===== config.mk =====
export PLATFORM = sky130hd
export DESIGN_NAME = hdmi_tmds_tx
export DESIGN_NICKNAME = d
export VERILOG_FILES = /design/src/rtl/hdmi_tmds_tx.sv
export SDC_FILE = /design/constraint.sdc
export NUM_CORES = 1
export LEC_CHECK = 0
export CAP_MARGIN = 10
export CORE_MARGIN = 2
export CORE_UTILIZATION = 56
export DETAILED_ROUTE_END_ITERATION = 10
export PLACE_DENSITY = 0.75
export SYNTH_ARGS = -nofsm -noshare
export SYNTH_HDL_FRONTEND = slang
export SYNTH_SLANG_ARGS = --single-unit

===== constraint.sdc =====
create_clock -name clk -period 6.6 [get_ports clk]
set_clock_uncertainty 0.15 [all_clocks]
set_input_delay 1.65 -clock clk [delete_from_list [all_inputs] [get_ports clk]]
set_output_delay 1.65 -clock clk [all_outputs]
set_load 0.02 [all_outputs]

===== src/rtl/hdmi_tmds_tx.sv =====
// TMDS transmitter front end on the 5x pixel clock: requests one pixel per 5-cycle slot,
// encodes it (DVI 8b/10b or control symbols) and serialises 2 bits per cycle for hdmi_out.
`timescale 1ns/1ps
module hdmi_tmds_tx #(
    parameter logic [3:0] LANE_INV = 4'b0000
) (
    input  logic       clk,
    input  logic       reset,
    output logic       pix_req,
    input  logic       pix_de,
    input  logic [7:0] pix_r,
    input  logic [7:0] pix_g,
    input  logic [7:0] pix_b,
    input  logic       pix_hsync,
    input  logic       pix_vsync,
    output logic [7:0] hdmi_data
);

    localparam logic [9:0] CTRL00 = 10'b1101010100;
    localparam logic [9:0] CTRL01 = 10'b0010101011;
    localparam logic [9:0] CTRL10 = 10'b0101010100;
    localparam logic [9:0] CTRL11 = 10'b1010101011;

    localparam logic [7:0] INV_MASK = {{2{LANE_INV[3]}}, {2{LANE_INV[2]}},
                                       {2{LANE_INV[1]}}, {2{LANE_INV[0]}}};

    function automatic logic [3:0] popcount8(input logic [7:0] v);
        logic [3:0] sum;
        sum = 4'd0;
        for (int i = 0; i < 8; i++) sum = sum + {3'b000, v[i]};
        return sum;
    endfunction

    function automatic logic [9:0] ctrlSym(input logic [1:0] c);
        logic [9:0] s;
        case (c)
            2'b00:   s = CTRL00;
            2'b01:   s = CTRL01;
            2'b10:   s = CTRL10;
            default: s = CTRL11;
        endcase
        return s;
    endfunction

    // Transition-minimising stage: XNOR chain when the byte is ones-heavy.
    function automatic logic [8:0] minimise(input logic [7:0] d);
        logic [3:0] n1;
        logic       xnorMode;
        logic [8:0] q;
        n1 = popcount8(d);
        xnorMode = (n1 > 4'd4) || ((n1 == 4'd4) && !d[0]);
        q[0] = d[0];
        for (int i = 1; i < 8; i++) q[i] = xnorMode ? ~(q[i-1] ^ d[i]) : (q[i-1] ^ d[i]);
        q[8] = ~xnorMode;
        return q;
    endfunction

    // DC-balancing stage: returns {symbol[9:0], updated running disparity[5:0]}.
    function automatic logic [15:0] balance(input logic [8:0] qm, input logic signed [5:0] cnt);
        logic [3:0]        n1q;
        logic signed [5:0] diff;
        logic [9:0]        sym;
        logic signed [5:0] nxt;
        n1q  = popcount8(qm[7:0]);
        diff = $signed({1'b0, n1q, 1'b0}) - 6'sd8;
        if ((cnt == 6'sd0) || (diff == 6'sd0)) begin
            sym = {~qm[8], qm[8], qm[8] ? qm[7:0] : ~qm[7:0]};
            nxt = qm[8] ? (cnt + diff) : (cnt - diff);
        end else if (((cnt > 6'sd0) && (diff > 6'sd0)) || ((cnt < 6'sd0) && (diff < 6'sd0))) begin
            sym = {1'b1, qm[8], ~qm[7:0]};
            nxt = cnt + (qm[8] ? 6'sd2 : 6'sd0) - diff;
        end else begin
            sym = {1'b0, qm[8], qm[7:0]};
            nxt = cnt - (qm[8] ? 6'sd0 : 6'sd2) + diff;
        end
        return {sym, nxt};
    endfunction

    function automatic logic [1:0] clkPair(input logic [2:0] ph);
        logic [1:0] p;
        case (ph)
            3'd0, 3'd1: p = 2'b11;
            3'd2:       p = 2'b01;
            default:    p = 2'b00;
        endcase
        return p;
    endfunction

    logic [2:0]       phase_q, phase_d;
    logic             run_q;
    logic             pixReq_q, pixReq_d;
    logic             de0_q, de1_q;
    logic [1:0]       ctl0_q, ctl1_q;
    logic [2:0][7:0]  dat_q;
    logic [2:0][8:0]  qm_q, qm_d;
    logic [2:0][9:0]  sym_q, sym_d;
    logic [2:0][5:0]  cnt_q, cnt_d;
    logic [2:0][9:0]  shift_q, shift_d;
    logic [2:0][15:0] balanced;
    logic [7:0]       out_q, out_d;

    // The first edge after reset only arms the counter, so that slot starts at phase 0
    // showing the reset CTRL00 symbol with a normal clock-lane pattern.
    always_comb begin
        phase_d  = 3'd0;
        balanced = '0;
        qm_d     = qm_q;
        sym_d    = sym_q;
        cnt_d    = cnt_q;
        shift_d  = shift_q;
        if (run_q) phase_d = (phase_q == 3'd4) ? 3'd0 : phase_q + 3'd1;
        pixReq_d = (phase_d == 3'd0);
        for (int ch = 0; ch < 3; ch++) begin
            qm_d[ch]     = minimise(dat_q[ch]);
            balanced[ch] = balance(qm_q[ch], cnt_q[ch]);
            if (de1_q) begin
                sym_d[ch] = balanced[ch][15:6];
                cnt_d[ch] = balanced[ch][5:0];
            end else begin
                sym_d[ch] = (ch == 0) ? ctrlSym(ctl1_q) : CTRL00;
                cnt_d[ch] = 6'd0;
            end
            if (run_q && (phase_q == 3'd4)) shift_d[ch] = sym_q[ch];
            else if (run_q)                 shift_d[ch] = {2'b00, shift_q[ch][9:2]};
        end
        out_d = {shift_d[2][1:0], shift_d[1][1:0], shift_d[0][1:0], clkPair(phase_d)} ^ INV_MASK;
    end

    always_ff @(posedge clk or posedge reset) begin
        if (reset) begin
            phase_q  <= 3'd0;
            run_q    <= 1'b0;
            pixReq_q <= 1'b0;
            de0_q    <= 1'b0;
            ctl0_q   <= 2'b00;
            dat_q    <= '0;
            de1_q    <= 1'b0;
            ctl1_q   <= 2'b00;
            qm_q     <= '0;
            sym_q    <= {3{CTRL00}};
            cnt_q    <= '0;
            shift_q  <= {3{CTRL00}};
            out_q    <= INV_MASK;
        end else begin
            phase_q  <= phase_d;
            run_q    <= 1'b1;
            pixReq_q <= pixReq_d;
            if (pixReq_q) begin
                de0_q  <= pix_de;
                ctl0_q <= {pix_vsync, pix_hsync};
                dat_q  <= {pix_r, pix_g, pix_b};
            end
            if (run_q && (phase_q == 3'd1)) begin
                de1_q  <= de0_q;
                ctl1_q <= ctl0_q;
                qm_q   <= qm_d;
            end
            if (run_q && (phase_q == 3'd2)) begin
                sym_q <= sym_d;
                cnt_q <= cnt_d;
            end
            shift_q <= shift_d;
            out_q   <= out_d;
        end
    end

    assign pix_req   = pixReq_q;
    assign hdmi_data = out_q;

endmodule


==> run_results.csv, run 1 <==
group,metric,value,unit
logic_synthesis,synth.cell_area,0.009577,mm2
global_routing,grt.overflow.total,0,
floorplanning,dieArea,0.01816,mm2
layout,syn_to_final_growth,11.39,%
critical_path,crit_buf_inv,4,
cts,root_buffer,"clkbuf_16",
logic_synthesis,synth.top_cells.by_area,"dfrtp_1 (28%), ha_1 (12%), dfstp_2 (8.2%)",
layout,drive_above_1_share,0.09082,
floorplanning,ios,38,
critical_path,worstPathCellList,"inv_1, fa_1, fa_1, fa_1, inv_1, ha_1, fa_1, xor2_1, ha_1, inv_1, ha_1, inv_1, ha_1, a21oi_1, xnor2_1, nor2_1, a2111oi_0, o22ai_1",
cts,postCtsHoldBufs,0,
critical_path,worstPathRequired,6730,ps
sta,finalHoldViolations,0,
floorplanning,start_util,0.5754,
cts,cts_resized,0,
layout,fin_util,0.6410,
critical_path,timing_worst_setup_path_type,"register to register",
sta,finalCriticalPeriod,5305,ps
place,place_hpwl,13.11,mm
critical_path,crit_fanout,6,
sta,period_share,0.8038,
logic_synthesis,yosysWarningCount,0,
layout,fillCellCount,1331,
cts,htree_levels,4,
layout,antenna_cells,0,
drt,wl,18.29,mm
critical_path,cp-end-kind,"register",
logic_synthesis,netlist_top_cells_count,"inv_1 (147), dfrtp_1 (109), ha_1 (95)",
logic_synthesis,synth-async-reset-ratio,1.000,
drt,vias,6497,
outcome,outcome,"complete, no violations",
layout,final_net_count,1174,
flow_run,cap_violations,0,
logic_synthesis,synth_top_area_cell,"dfrtp_1",
drt,antenna_left,0,
hold_path,hp-class,"register to register",
critical_path,cp_slowest_stage_delay,560,ps
sta,maxSlewViolCount,0,
global_routing,grt_pass1_wl,31.50,mm
cts,clk_path_buf_depth,2,
global_routing,antenna_found_initial,0,
logic_synthesis,syn_avg_cell_area,9.703,um2
floorplanning,die_x,134.8,um
drt,wl_per_cell,14.70,um
cts,clkSlewWorstSetupHoldPaths,60,ps
critical_path,critPathSlowestCell,"fa_1",
logic_synthesis,synth_cells,987,
layout,multiInputGateArea,0.005308,mm2
layout,seq_area,0.003517,mm2
logic_synthesis,synth.most_common_cell,"inv_1",
critical_path,crit_arrival,5430,ps
cts,cts_tree,"built",
critical_path,path_delay_family,"adder cells",
drt,viasPerCell,5.223,
sta,fmax,188.5,MHz
global_routing,grt_pass1_vias,6610,
sta,fin_setup_tns,0,ps
global_routing,grt_max_degree,114,
sta,rsz0062_at_grt,"false",
sta,setup_viol_count_final,0,
logic_synthesis,synthFlopType,"dfrtp_1",
place,port_buffers,37,
logic_synthesis,syn_nets,1150,
cts,cts_setup_buffers,0,
place,gp_congestion,0.8046,
logic_synthesis,ys_types,40,
sta,slew_headroom,0.3207,
logic_synthesis,synth-seq-area-share,0.3671,
cts,cts_sinks,139,
sta,tightest_slew,1019,ps
critical_path,start_kind,"register",
floorplanning,fp.coreArea,0.01664,mm2
drt,first_iter_violations,334,
drt,drc_errors,0,
floorplanning,rows,47,
logic_synthesis,synth_seq_cells,139,
logic_synthesis,synth.top_cell.area_share,0.2848,
cts,numCtsBuffers,17,
global_routing,grt_usage,0.2186,
cts,insertion_delay,420,ps
drt,dr.pass1.iters,4,
logic_synthesis,synth_edf_count,0,
floorplanning,die_h,134.8,um
-- registers in the layout, indices dropped and copies added, names as in the netlist, 2 cells and up --
register / flops
sym_q: 30
qm_q: 27
shift_q: 25
dat_q: 24
cnt_q: 15
hdmi_data: 7
phase_q: 3
ctl0_q: 2
ctl1_q: 2
-- tightest hold or removal path, stage by stage, from the launching register on --
cell,delay [ps]
dfstp_2,370
nand2_1,50
o22ai_1,50
-- worst paths after layout --
kind	start	endpoint	slack [ps]	cells after the start
max	qm_q[9]$_DFFE_PP0P_	cnt_q[11]$_DFFE_PP0P_	1300	18
min	sym_q[8]$_DFFE_PP1P_	shift_q[8]$_DFFE_PP1P_	320	2
max reg2reg	qm_q[9]$_DFFE_PP0P_	cnt_q[11]$_DFFE_PP0P_	1300	18
min reg2reg	sym_q[8]$_DFFE_PP1P_	shift_q[8]$_DFFE_PP1P_	320	2
max in group asynchronous	reset	ctl0_q[1]$_DFFE_PP0P_	3650	3
min in group asynchronous	reset	hdmi_data[1]$_DFF_PP0_	1680	2
-- kinds of logic (layout without fill, tap and decap cells) --
group	Yosys count	count (layout)	synth area share
mux	50	50	0.05827
flops	139	139	0.3671
fa+ha+maj	134	134	0.2056
xor+xnor	104	104	0.09799
compound gates	202	202	0.1190
other cells	1	1	0.0003916
buf+inv	186	223	0.07865
simple gates	171	171	0.07290
-- layer usage --
| layer | track usage | vias up | routed length [um] |
|---|---|---|---|
| li1 | - | 3239 | - |
| met1 | 0.2955 | 3146 | 8575 |
| met2 | 0.3562 | 87 | 8911 |
| met3 | 0.04580 | 25 | 520 |
| met4 | 0.06725 | 0 | 279 |
| met5 | 0 | - | 0 |
-- final cells by class --
type | count | share of cell area
multi-input combinational | 662 | 0.4975
sequential | 139 | 0.3297
inverter | 147 | 0.05219
clock buffer | 20 | 0.04093
timing repair buffer | 44 | 0.03964
tap | 220 | 0.02580
clock inverter | 12 | 0.01419
-- cell usage in the layout (no fill, tap or decap), types with 3 or more instances in the layout --
master / n
dfrtp_1: 108
mux2i_4: 3
fa_1: 39
nor3b_1: 4
buf_4: 7
a31oi_1: 5
nor2_1: 59
inv_1: 146
a21o_1: 22
nor3_1: 5
o22ai_1: 18
a31oi_2: 3
xor2_1: 24
nand2_1: 92
mux2i_1: 31
dfstp_2: 30
clkinvlp_4: 5
clkdlybuf4s50_1: 37
bufinv_16: 3
xnor2_1: 78
clkbuf_1: 3
clkinv_2: 3
clkbuf_16: 17
o21ai_0: 78
mux2_2: 16
a21oi_1: 69
ha_1: 95
-- metrics by stage --
step / instance area (um2) / std cells / hold slack (ps) / setup slack (ps)
floorplan: 9577 / 987 / 298.9 / 1125
global placement: 10080 / 1212 / 306.8 / 1576
detailed placement: 10080 / 1212 / 312.2 / 1394
CTS: 10670 / 1244 / 323.3 / 1351
global route: 10670 / 1244 / 337.0 / 1010
finish: 10670 / 1244 / 323.4 / 1295
Power of run 1 is not shown: default switching activity piles up to over one toggle a cycle in this logic, so the estimate is an artifact.
==> run 2, diff against run 1 <==
- PLACE_DENSITY: 0.75 -> 0.78
- clock period: 6.6 -> 4.84 ns (I/O delays scaled with it)
==> run 2 against run 1 <==
  * Largest cell class unchanged
  * Via count is 6.2% higher
  * Maximum frequency is 12% higher
  * Cell area is 6.4% higher
==> run_results.csv, run 2 (synthesized netlist as in run 1, its figures left out) <==
group,metric,value,unit
floorplanning,rows,47,
cts,insertion_delay,430,ps
cts,postCtsHoldBufs,0,
hold_path,min_from,"sym_q[28]$_DFFE_PP1P_",
critical_path,worstReg2RegEnd,"sym_q[15]$_DFFE_PP0P_",
floorplanning,fp.coreArea,0.01664,mm2
global_routing,grt.overflow.total,0,
critical_path,crit_buf_inv,7,
layout,final_common_cell,"inv_1",
critical_path,critPathSlowestCell,"fa_1",
critical_path,crit_fanout,9,
sta,tightest_slew,1182,ps
cts,numCtsBuffers,17,
floorplanning,dieArea,0.01816,mm2
critical_path,worstPathRequired,4990,ps
layout,final_net_count,1208,
layout,largest_reg_flops,30,
drt,wl_per_cell,15.93,um
layout,antenna_cells,0,
critical_path,start_kind,"register",
sta,setup_viol_count_final,0,
hold_path,hold_end,"shift_q[28]$_DFFE_PP1P_",
place,dp_slack,-147.8,ps
cts,cts_sinks,139,
critical_path,timing_worst_setup_path_type,"register to register",
global_routing,grt_pass1_vias,6915,
cts,clkSlewWorstSetupHoldPaths,60,ps
place,place_hpwl,13.80,mm
drt,antenna_left,0,
layout,fillCellCount,1178,
critical_path,rr_startpoint,"qm_q[12]$_DFFE_PP0P_",
critical_path,cpMostUsedCell,"fa_1",
drt,viasPerCell,5.399,
layout,seq_area,0.003517,mm2
layout,mostFrequentLayoutCells,"inv_1 (128), dfrtp_1 (108), nand2_1 (92)",
sta,finalHoldViolations,0,
place,port_buffers,37,
drt,dr.pass1.iters,5,
critical_path,worstPathCellList,"inv_2, fa_1, fa_1, fa_1, inv_2, ha_4, fa_2, xor2_2, buf_4, inv_1, ha_1, inv_1, ha_1, a31oi_4, buf_4, mux2i_4, buf_12, xnor2_1, o21ai_0",
sta,finalCriticalPeriod,4729,ps
sta,maxSlewViolCount,0,
drt,first_iter_violations,405,
drt,wl,20.35,mm
critical_path,crit_arrival,4880,ps
layout,drive_above_1_share,0.1786,
critical_path,ff2ff_setup_slack,110,ps
floorplanning,die_h,134.8,um
cts,root_buffer,"clkbuf_16",
floorplanning,die_x,134.8,um
global_routing,grt_usage,0.2288,
critical_path,critical_path.startpoint,"qm_q[12]$_DFFE_PP0P_",
global_routing,antenna_found_initial,0,
outcome,outcome,"complete, no violations",
drt,vias,6900,
drt,drc_errors,0,
hold_path,hp-class,"register to register",
critical_path,rr_worst_depth,19,
sta,rsz0062_at_grt,"true",
layout,syn_to_final_growth,18.49,%
cts,clk_path_buf_depth,2,
place,gp_congestion,0.8530,
sta,period_share,0.9771,
sta,setup_ws,110.7,ps
global_routing,grt_max_degree,140,
layout,top_regs,"sym_q x30, qm_q x27, shift_q x25",
floorplanning,start_util,0.5754,
layout,fin_util,0.6818,
critical_path,cp_slowest_stage_delay,570,ps
flow_run,cap_violations,0,
global_routing,grt_pass1_wl,32.72,mm
cts,cts_tree,"built",
sta,fmax,211.4,MHz
layout,multiInputGateArea,0.005635,mm2
hold_path,hold_depth,2,
sta,slew_headroom,0.2101,
floorplanning,ios,38,
critical_path,path_delay_family,"adder cells",
critical_path,cp-end-kind,"register",
layout,top_register,"sym_q",
cts,htree_levels,4,
-- run 2: cell count changes in the layout (fill, tap and decap cells not counted), sizes merged --
cell	delta
clkinvlp	-4
clkinv	+4
clkbuf	-1
bufinv	+1
buf	+34
-- run 2: layout make-up --
cell class / count / area share
multi-input cells: 662 / 0.4966
flip-flops and latches: 139 / 0.3100
repair buffers: 78 / 0.06340
inverters: 147 / 0.04896
clock buffers: 19 / 0.03992
well taps: 220 / 0.02426
clock inverters: 13 / 0.01687
-- run 2: what timing repair did --
item                                    4_1_cts  5_1_grt
pin swaps                                     1       27
buffers inserted                              1       17
resized for setup                             4       67
endpoints found under the setup margin        2       28
cloned                                        0        0
-- run 2: worst reg2reg max path: stages, from the launching register on --
cell,delay (ps)
dfrtp_1,360
inv_2,50
fa_1,570
fa_1,450
fa_1,540
inv_2,50
ha_4,160
fa_2,370
xor2_2,160
buf_4,160
inv_1,60
ha_1,210
inv_1,100
ha_1,220
a31oi_4,300
buf_4,190
mux2i_4,70
buf_12,170
xnor2_1,160
o21ai_0,110
-- run 2: how the worst max path moves through the flow --
stage | endpoint | cells past startpoint | slack (ps)
6_report | sym_q[15]$_DFFE_PP0P_ | 19 | 110
4_1_cts | sym_q[15]$_DFFE_PP0P_ | 19 | 30
2_1_floorplan | cnt_q[11]$_DFFE_PP0P_ | 18 | 9
3_3_place_gp | cnt_q[11]$_DFFE_PP0P_ | 17 | 60
3_5_place_dp | cnt_q[11]$_DFFE_PP0P_ | 17 | -150
5_1_grt | cnt_q[10]$_DFFE_PP0P_ | 18 | -60
-- run 2: through the flow --
step           area, um2  TNS [ps]  hold slack [ps]  std cells
2_1_floorplan       9580         0            298.9        987
3_3_place_gp       10220         0            308.2       1228
3_5_place_dp       10220    -204.2            313.4       1228
4_1_cts            10890         0            321.4       1261
5_1_grt            11350    -240.6            329.3       1278
6_report           11350         0            325.6       1278
-- run 2: layer usage --
metal  GRT usage  wire (um)  vias to the layer above
met5           0          0                        -
met4     0.07485        514                        0
met3     0.04580        712                       45
met2      0.3895      10350                      165
met1      0.2944       8778                     3383
li1            -          -                     3307
Power of run 2 is left out for the same reason.
